## src/rtl/cpu_types_pkg.sv

```systemverilog
// cpu_types_pkg: types shared by the memory-stage control logic.
// Provides the memory-access FSM state enum, the machine word type and a
// helper that classifies an instruction as a data-memory operation.
package cpu_types_pkg;

    localparam int WORD_W = 32;

    typedef logic [WORD_W-1:0] word_t;

    typedef enum logic [1:0] {
        IDLE,
        REQ,
        DONE,
        HALTED
    } memctrl_state_t;

    // A bubble never touches memory, whatever its decoded read/write bits say.
    function automatic logic is_mem_op(input logic valid, input logic rd, input logic wr);
        return valid & (rd | wr);
    endfunction

endpackage

```

## src/rtl/sat_counter.sv

```systemverilog
// sat_counter: saturating up-counter with synchronous clear.
// Holds at all-ones instead of wrapping; clear has priority over inc.
module sat_counter #(
    parameter int W = 16
) (
    input  logic         CLK,
    input  logic         clear,
    input  logic         inc,
    output logic [W-1:0] count
);

    // Count up on inc, stop at all-ones, return to zero on clear.
    always_ff @(posedge CLK) begin
        if (clear) begin
            count <= '0;
        end else if (inc && (count != '1)) begin
            count <= count + W'(1);
        end
    end

endmodule

```

## src/rtl/mem_access_ctrl.sv

```systemverilog
// mem_access_ctrl: memory-stage data-access controller, producing end of the
// MEM/WB handshake. Issues one data-cache request per memory instruction,
// holds load data in dload, generates the pipeline-advance enable and latches
// halt once a HALT reaches MEM.
// Optional feature: define MEM_STALL_CNT_EN to add the stall_cnt output, a
// saturating count of cycles spent waiting on the cache or on fetch.
module mem_access_ctrl
    import cpu_types_pkg::*;
#(
    parameter int DATA_W      = WORD_W,
    parameter int ADDR_W      = WORD_W,
    parameter int STALL_CNT_W = 16
) (
    input  logic                   CLK,
    input  logic                   RST,
    input  logic                   valid_MEM,
    input  logic                   memRd_MEM,
    input  logic                   memWr_MEM,
    input  logic                   halt_MEM,
    input  logic [ADDR_W-1:0]      addr_MEM,
    input  logic [DATA_W-1:0]      storedata_MEM,
    input  logic                   fetch_ready,
    input  logic                   dhit,
    input  logic [DATA_W-1:0]      dmemload,
    output logic                   dmemREN,
    output logic                   dmemWEN,
    output logic [ADDR_W-1:0]      dmemaddr,
    output logic [DATA_W-1:0]      dmemstore,
    output logic [DATA_W-1:0]      dload,
    output logic                   enable,
    output logic                   halt
`ifdef MEM_STALL_CNT_EN
    ,
    output logic [STALL_CNT_W-1:0] stall_cnt
`endif
);

    if (STALL_CNT_W < 1) begin : g_bad_stall_w
        $error("STALL_CNT_W must be at least 1");
    end

    memctrl_state_t state;
    logic           mem_op;
    logic           rd_req;
    logic           unused_addr_bits;

    assign mem_op = is_mem_op(valid_MEM, memRd_MEM, memWr_MEM);
    // A store wins when both decode bits are set, so a read only counts alone.
    assign rd_req = memRd_MEM & ~memWr_MEM;

    // The cache is word addressed; byte offset bits are dropped here.
    assign dmemaddr         = {addr_MEM[ADDR_W-1:2], 2'b00};
    assign unused_addr_bits = ^addr_MEM[1:0];
    assign dmemstore        = storedata_MEM;
    assign halt             = (state == HALTED);

    // State register and load-data capture; dload moves only on a read hit.
    // NOTE: sequential state uses non-blocking (<=) so every flop samples pre-edge values.
    always_ff @(posedge CLK) begin
        if (RST) begin
            state <= IDLE;
            dload <= '0;
        end else begin
            case (state)
                IDLE: begin
                    if (mem_op) begin
                        state <= REQ;
                    end else if (valid_MEM && halt_MEM && fetch_ready) begin
                        state <= HALTED;
                    end
                end
                REQ: begin
                    if (dhit) begin
                        if (rd_req) begin
                            dload <= dmemload;
                        end
                        state <= DONE;
                    end
                end
                DONE: begin
                    if (fetch_ready) begin
                        state <= IDLE;
                    end
                end
                HALTED: state <= HALTED;
                default: state <= IDLE;
            endcase
        end
    end

    // Cache requests and pipeline advance decoded from the current state.
    // NOTE: every output gets a default first so always_comb cannot infer a latch.
    always_comb begin
        dmemREN = 1'b0;
        dmemWEN = 1'b0;
        enable  = 1'b0;
        case (state)
            IDLE: enable = fetch_ready & ~mem_op;
            REQ: begin
                dmemWEN = memWr_MEM;
                dmemREN = rd_req;
            end
            DONE: enable = fetch_ready;
            default: enable = 1'b0;
        endcase
        if (RST) begin
            enable = 1'b0;
        end
    end

`ifdef MEM_STALL_CNT_EN
    logic stall_inc;

    assign stall_inc = (state == REQ) || ((state == DONE) && !fetch_ready);

    sat_counter #(
        .W (STALL_CNT_W)
    ) u_stall_cnt (
        .CLK   (CLK),
        .clear (RST),
        .inc   (stall_inc),
        .count (stall_cnt)
    );
`endif

endmodule
```

## config.mk

```make
export PLATFORM = sky130hd
export DESIGN_NAME = mem_access_ctrl
export DESIGN_NICKNAME = d
export VERILOG_FILES = /design/src/rtl/cpu_types_pkg.sv /design/src/rtl/sat_counter.sv /design/src/rtl/mem_access_ctrl.sv
export SDC_FILE = /design/constraint.sdc
export NUM_CORES = 1
export LEC_CHECK = 0
export CAP_MARGIN = 20
export CORE_MARGIN = 4
export CORE_UTILIZATION = 28
export DETAILED_ROUTE_END_ITERATION = 8
export GPL_TIMING_DRIVEN = 0
export PLACE_DENSITY = 0.81
export SYNTH_ARGS = -nofsm -noshare
export SYNTH_HDL_FRONTEND = slang
export SYNTH_SLANG_ARGS = --single-unit
```

## constraint.sdc

```tcl
create_clock -name CLK -period 1.8 [get_ports CLK]
set_input_delay 0.18 -clock CLK [delete_from_list [all_inputs] [get_ports CLK]]
set_output_delay 0.18 -clock CLK [all_outputs]
set_load 0.01 [all_outputs]
```

# Word level (Yosys, flattened, before mapping)
# Index checks and enable logic that the tools add are counted.
[word_totals]
reg_bits = 34
in_bits = 104
elab_cells = 28
[classes]
eq_ne = 6
mux = 9
bitwise = 6
n_reduce_logical = 5
[ops]
columns = ["op", "n"]
rows = [
  ["$mux W2", 4],
  ["$pmux W2 S4", 1],
  ["$reduce_and A3 Y1", 2],
  ["$eq A2 B2 Y1 const B", 2],
  ["$ne A2 B2 Y1 const B", 2],
  ["$and A1 B1 Y1", 3],
  ["$mux W1", 3],
  ["$ne A3 B3 Y1 const B", 1],
  ["$eq A2 B1 Y1 const B", 1],
  ["$logic_and A1 B1 Y1", 2],
  ["$logic_not A2 Y1", 1],
  ["$not A1 Y1", 2],
  ["$pmux W1 S2", 1],
  ["$or A1 B1 Y1", 1],
]

# Logic depth before layout (Yosys ltp)
# Gate-level depths: netlist of the first run.
[depth]
depth_word = 6
depth_mapped = 8
depth_no_buf = 6

# Worst setup path before layout of the first run
# No wires, ideal clock.
[synth_path]
path_kind = "register to register"
startpoint = "register state[0]"
endpoint = "register state[1]"
setup_ps = 123
arrival_time_ps = 1394
t_required_ps = 1677
slack_ps = 282
path_stages_with_launch = 7
path_buffers = 0
period_less_slack_ps = 1518
path_cell_list = "dfxtp_1 > inv_1 > ha_1 > nor4b_1 > a221oi_2 > o21ai_2 > mux2_1"
[synth_between]
elab_chain_cells = 3
elab_cells_between_ends = 9
classes_between = "eq/ne: 6; mux: 1; reduce/logical: 2"
[synth_rtl]
columns = ["item", "line_no", "source"]
rows = [
  ["from (decl)", "mem_access_ctrl.sv:42", "memctrl_state_t state;"],
  ["from (signal assigned)", "mem_access_ctrl.sv:61", "state <= IDLE;"],
  ["from (signal assigned)", "mem_access_ctrl.sv:67", "state <= REQ;"],
  ["from (signal assigned)", "mem_access_ctrl.sv:69", "state <= HALTED;"],
  ["$eq A2 B1 Y1 (tied with other cells)", "mem_access_ctrl.sv:64", "case (state)"],
  ["$ne A2 B2 Y1 (no line) / $ne A3 B3 Y1 (equally long branches)", "--", ""],
  ["$reduce_and A3 Y1 (no line)", "--", ""],
]
# Several ways; a longest one is shown, not always the timed one.
# A chain may end at the register's enable or synchronous reset.

# Final worst setup path of the first run
[layout_path]
startpoint = "register state[0]"
endpoint = "output enable"
[layout_between]
elab_chain_cells = 3
elab_cells_between_ends = 4
classes_between = "eq/ne: 1; mux: 2; reduce/logical: 1"
[layout_rtl]
columns = ["item", "line_no", "source"]
rows = [
  ["$eq A2 B2 Y1 / $logic_not A2 Y1 (equally long branches)", "mem_access_ctrl.sv:97", "case (state)"],
  ["$pmux W1 S2 (*)", "mem_access_ctrl.sv:97", ""],
  ["$mux W1 (*)", "mem_access_ctrl.sv:106", "if (RST) begin"],
  ["to (decl)", "mem_access_ctrl.sv:30", "output logic enable,"],
]
# Every way passes the cells marked *; elsewhere a longest branch is shown, timed or not.

==> results of run 1 <==
## routing by layer
| metal | global-route usage (%) | vias up | routed length, um |
|---|---|---|---|
| li1 | - | 950 | - |
| met1 | 13.8 | 810 | 2160 |
| met2 | 23.6 | 121 | 2750 |
| met3 | 6.51 | 7 | 740 |
| met4 | 4.21 | 0 | 59 |
| met5 | 0 | - | 0 |
## power groups by stage
| stage | clock [W] | sequential [W] | combinational [W] |
|---|---|---|---|
| detailed placement | 0 | 0.000851 | 0.000840 |
| floorplan | 0 | 0.000859 | 0.000442 |
| global route | 0.000778 | 0.000840 | 0.000917 |
| finish | 0.000704 | 0.000834 | 0.000849 |
| global placement | 0 | 0.000848 | 0.000820 |
| CTS | 0.000738 | 0.000834 | 0.000841 |
## logic make-up (layout without fill, tap and decap cells)
logic type / count (synthesis) / after routing / share of synthesized area (%)
AO/OA/AOI/OAI: 40 / 40 / 13.9
adder cells (fa/ha/maj): 4 / 4 / 2.67
buffers and inverters: 79 / 222 / 30.9
flip-flops: 34 / 34 / 36.3
multiplexers: 1 / 1 / 0.600
other: 1 / 2 / 0.200
AND/OR/NAND/NOR: 72 / 72 / 15.4
## cells in the mapped netlist (2+ instances only)
cell type | n | area share, %
a21oi_2 | 10 | 4.7
buf_4 | 64 | 26
clkbuf_1 | 3 | 0.60
dfxtp_1 | 34 | 36
and2_1 | 2 | 0.67
nand2_1 | 66 | 13
inv_1 | 4 | 0.80
buf_6 | 4 | 2.4
ha_1 | 4 | 2.7
a21oi_1 | 24 | 6.4
buf_2 | 3 | 0.80
## per-stage QoR
stage	setup slack (ps)	instances	area [um^2]	utilization, %	hold slack, ps
floorplan	282	232	1880	-	313
global placement	-151	445	3340	52.0	428
detailed placement	-131	445	3340	52.0	434
CTS	33.7	452	3450	53.8	125
global route	19.5	452	3460	53.8	134
finish	109	452	3460	53.8	134
## final cells by class
type / count / area share [%]
plain buffers: 75 / 16.4
clock buffers: 6 / 2.39
clock inverters: 1 / 0.869
inverters: 4 / 0.434
multi-input cells: 119 / 18.2
flip-flops and latches: 34 / 19.7
well taps: 77 / 2.79
repair buffers: 136 / 39.3
## flip-flops by register name, indices dropped and copies added (netlist names)
| signal | count |
|---|---|
| dload | 32 |
| state | 2 |
## cell usage in the layout, fill, tap and decap left out, types with 2 or more instances in the layout
master           count
a21oi_1             23
a21oi_2             11
and2_1               2
buf_2                3
buf_4               64
buf_6                4
clkbuf_1             3
clkbuf_8             7
clkdlybuf4s50_1    133
conb_1               2
dfxtp_1             34
dlygate4sd2_1        3
ha_1                 2
ha_2                 2
inv_1                4
nand2_1             66
## how the worst max path moves through the flow
stage / endpoint / slack [ps]
after floorplan: state[1] / 280
after global placement: enable / -150
after detailed placement: enable / -130
after CTS: enable / 30
after global routing: enable / 20
final: enable / 110
## repair_timing
action                     4_1_cts  5_1_grt
hold buffers                     0        0
setup endpoints to repair        3        1
hold endpoints to repair         0        0
gates resized for setup          5        1
setup buffers                    0        0
==> run metrics, run 1 <==
status=finished, final reports clean; final max-slew violation count=0; core area=6420 um^2; Avg Vias per Cell=4.18; Remaining DRCs=0; multi-input combinational cell area=628 um^2; Rel. slew slack=58.9%; cts bufs inserted=5; sequential standard cell area=between 600 and 700 um^2; setup_tns=0 ps; overflow left after global routing=0; Gate power share=35.6%; Reg-to-Reg End=state[1]; Pre-antenna DRT Iters=4; Final ANT Viol Nets=0; number of flops mapped to enable cells by yosys=0; Routed wire per std cell=12.6 um; Most used DFF post-synth=dfxtp_1; Tcrit/Tclk final=93.9%; worst vdd ir=0.000418 V; crit path kind=reg -> out; crit path cell chain=inv_1 -> ha_2 -> a21oi_2 -> nor3b_1 -> dlygate4sd2_1; DIE HEIGHT=between 80 and 90 um; Total Routing Usage GR=13.3%; Clock Power Share=29.5%; P_int=0.00175 W; number of port buffers=roughly 140; sequential share of the synthesized area=36.3%; Top Ports=204; fill count=~610; Worst Min Path Start=RST; max_cap viols=0; achievable clock frequency=0.591 GHz; Worst-Margin Slew=617 ps; flops & latches, synth=34; sw power=0.000640 W; Seq pwr share=34.9%; largest net degree at the start of global routing=11; RePlAce Congestion=0.738; Design Power=about 0.0024 W; worst-path cell with the longest stage delay=dfxtp_1; final WL=5710 um; Worst path depth=5; worst-path fanout max=5; wire length of the first global-routing pass=8910 um; Critical Path Sink Type=primary output; Syn Std Cell Area=about 1900 um^2; Post-DP HPWL=4730 um; ant diodes=0; Critical Path Max Stage Delay=330 ps; initial antenna violation count=0; critical path arrival=1510 ps; Final Hold Vio Count=0; Reg2Reg Setup Slack=110 ps; CTS root buf=clkbuf_8; Clock Skew=7.16 ps; WHS Endpoint=dload[30]; Syn Inst Count=231; delay-heaviest family, CP=buffers and inverters; Critical Path Source Type=flip-flop; die area=8080 um^2; vias in the first global route=1946; Worst Hold Path Cells=2; # clock sinks=34; Crit. Startpoint=state[0]; reg2reg path depth=6; CP bufs+invs=2; Clk Latency, worst-skew pair=roughly 280 ps; H-tree Lvls=2; CTS max path bufs=2; Initial Util=29.2%; share of layout cells above drive strength 1=25.1%; Unique masters post-synth=24; Finish-stage setup viols=0; drt first-iter violations=16; Leak=between 1 and 1.5 nW; worst path required time=between 1500 and 2000 ps; row cnt=29; pwr/cell area=691 nW/um^2; fin nets=about 480; YS warnings=0; area grow syn2layout=84.1%; Worst-path clk slew=70 ps; Syn Area/Cell=8.12 um^2; Tmin final=roughly 1700 ps; R2R Path Start=state[0]; worst min-delay path class=in -> reg; RSZ-0062 raised after global routing=no; chip width=89.9 um; Net Sw Frac=26.8%; Synth async-reset ratio=0%; total number of vias=1888; CTS tree=built
Note: power is estimated with default switching activity, not from simulation.
==> inputs of run 2 (changes only) <==
GPL_ROUTABILITY_DRIVEN = 0   (was default)
==> results of run 2 <==
No change in the layout: final DEF, timing and power equal those of run 1.
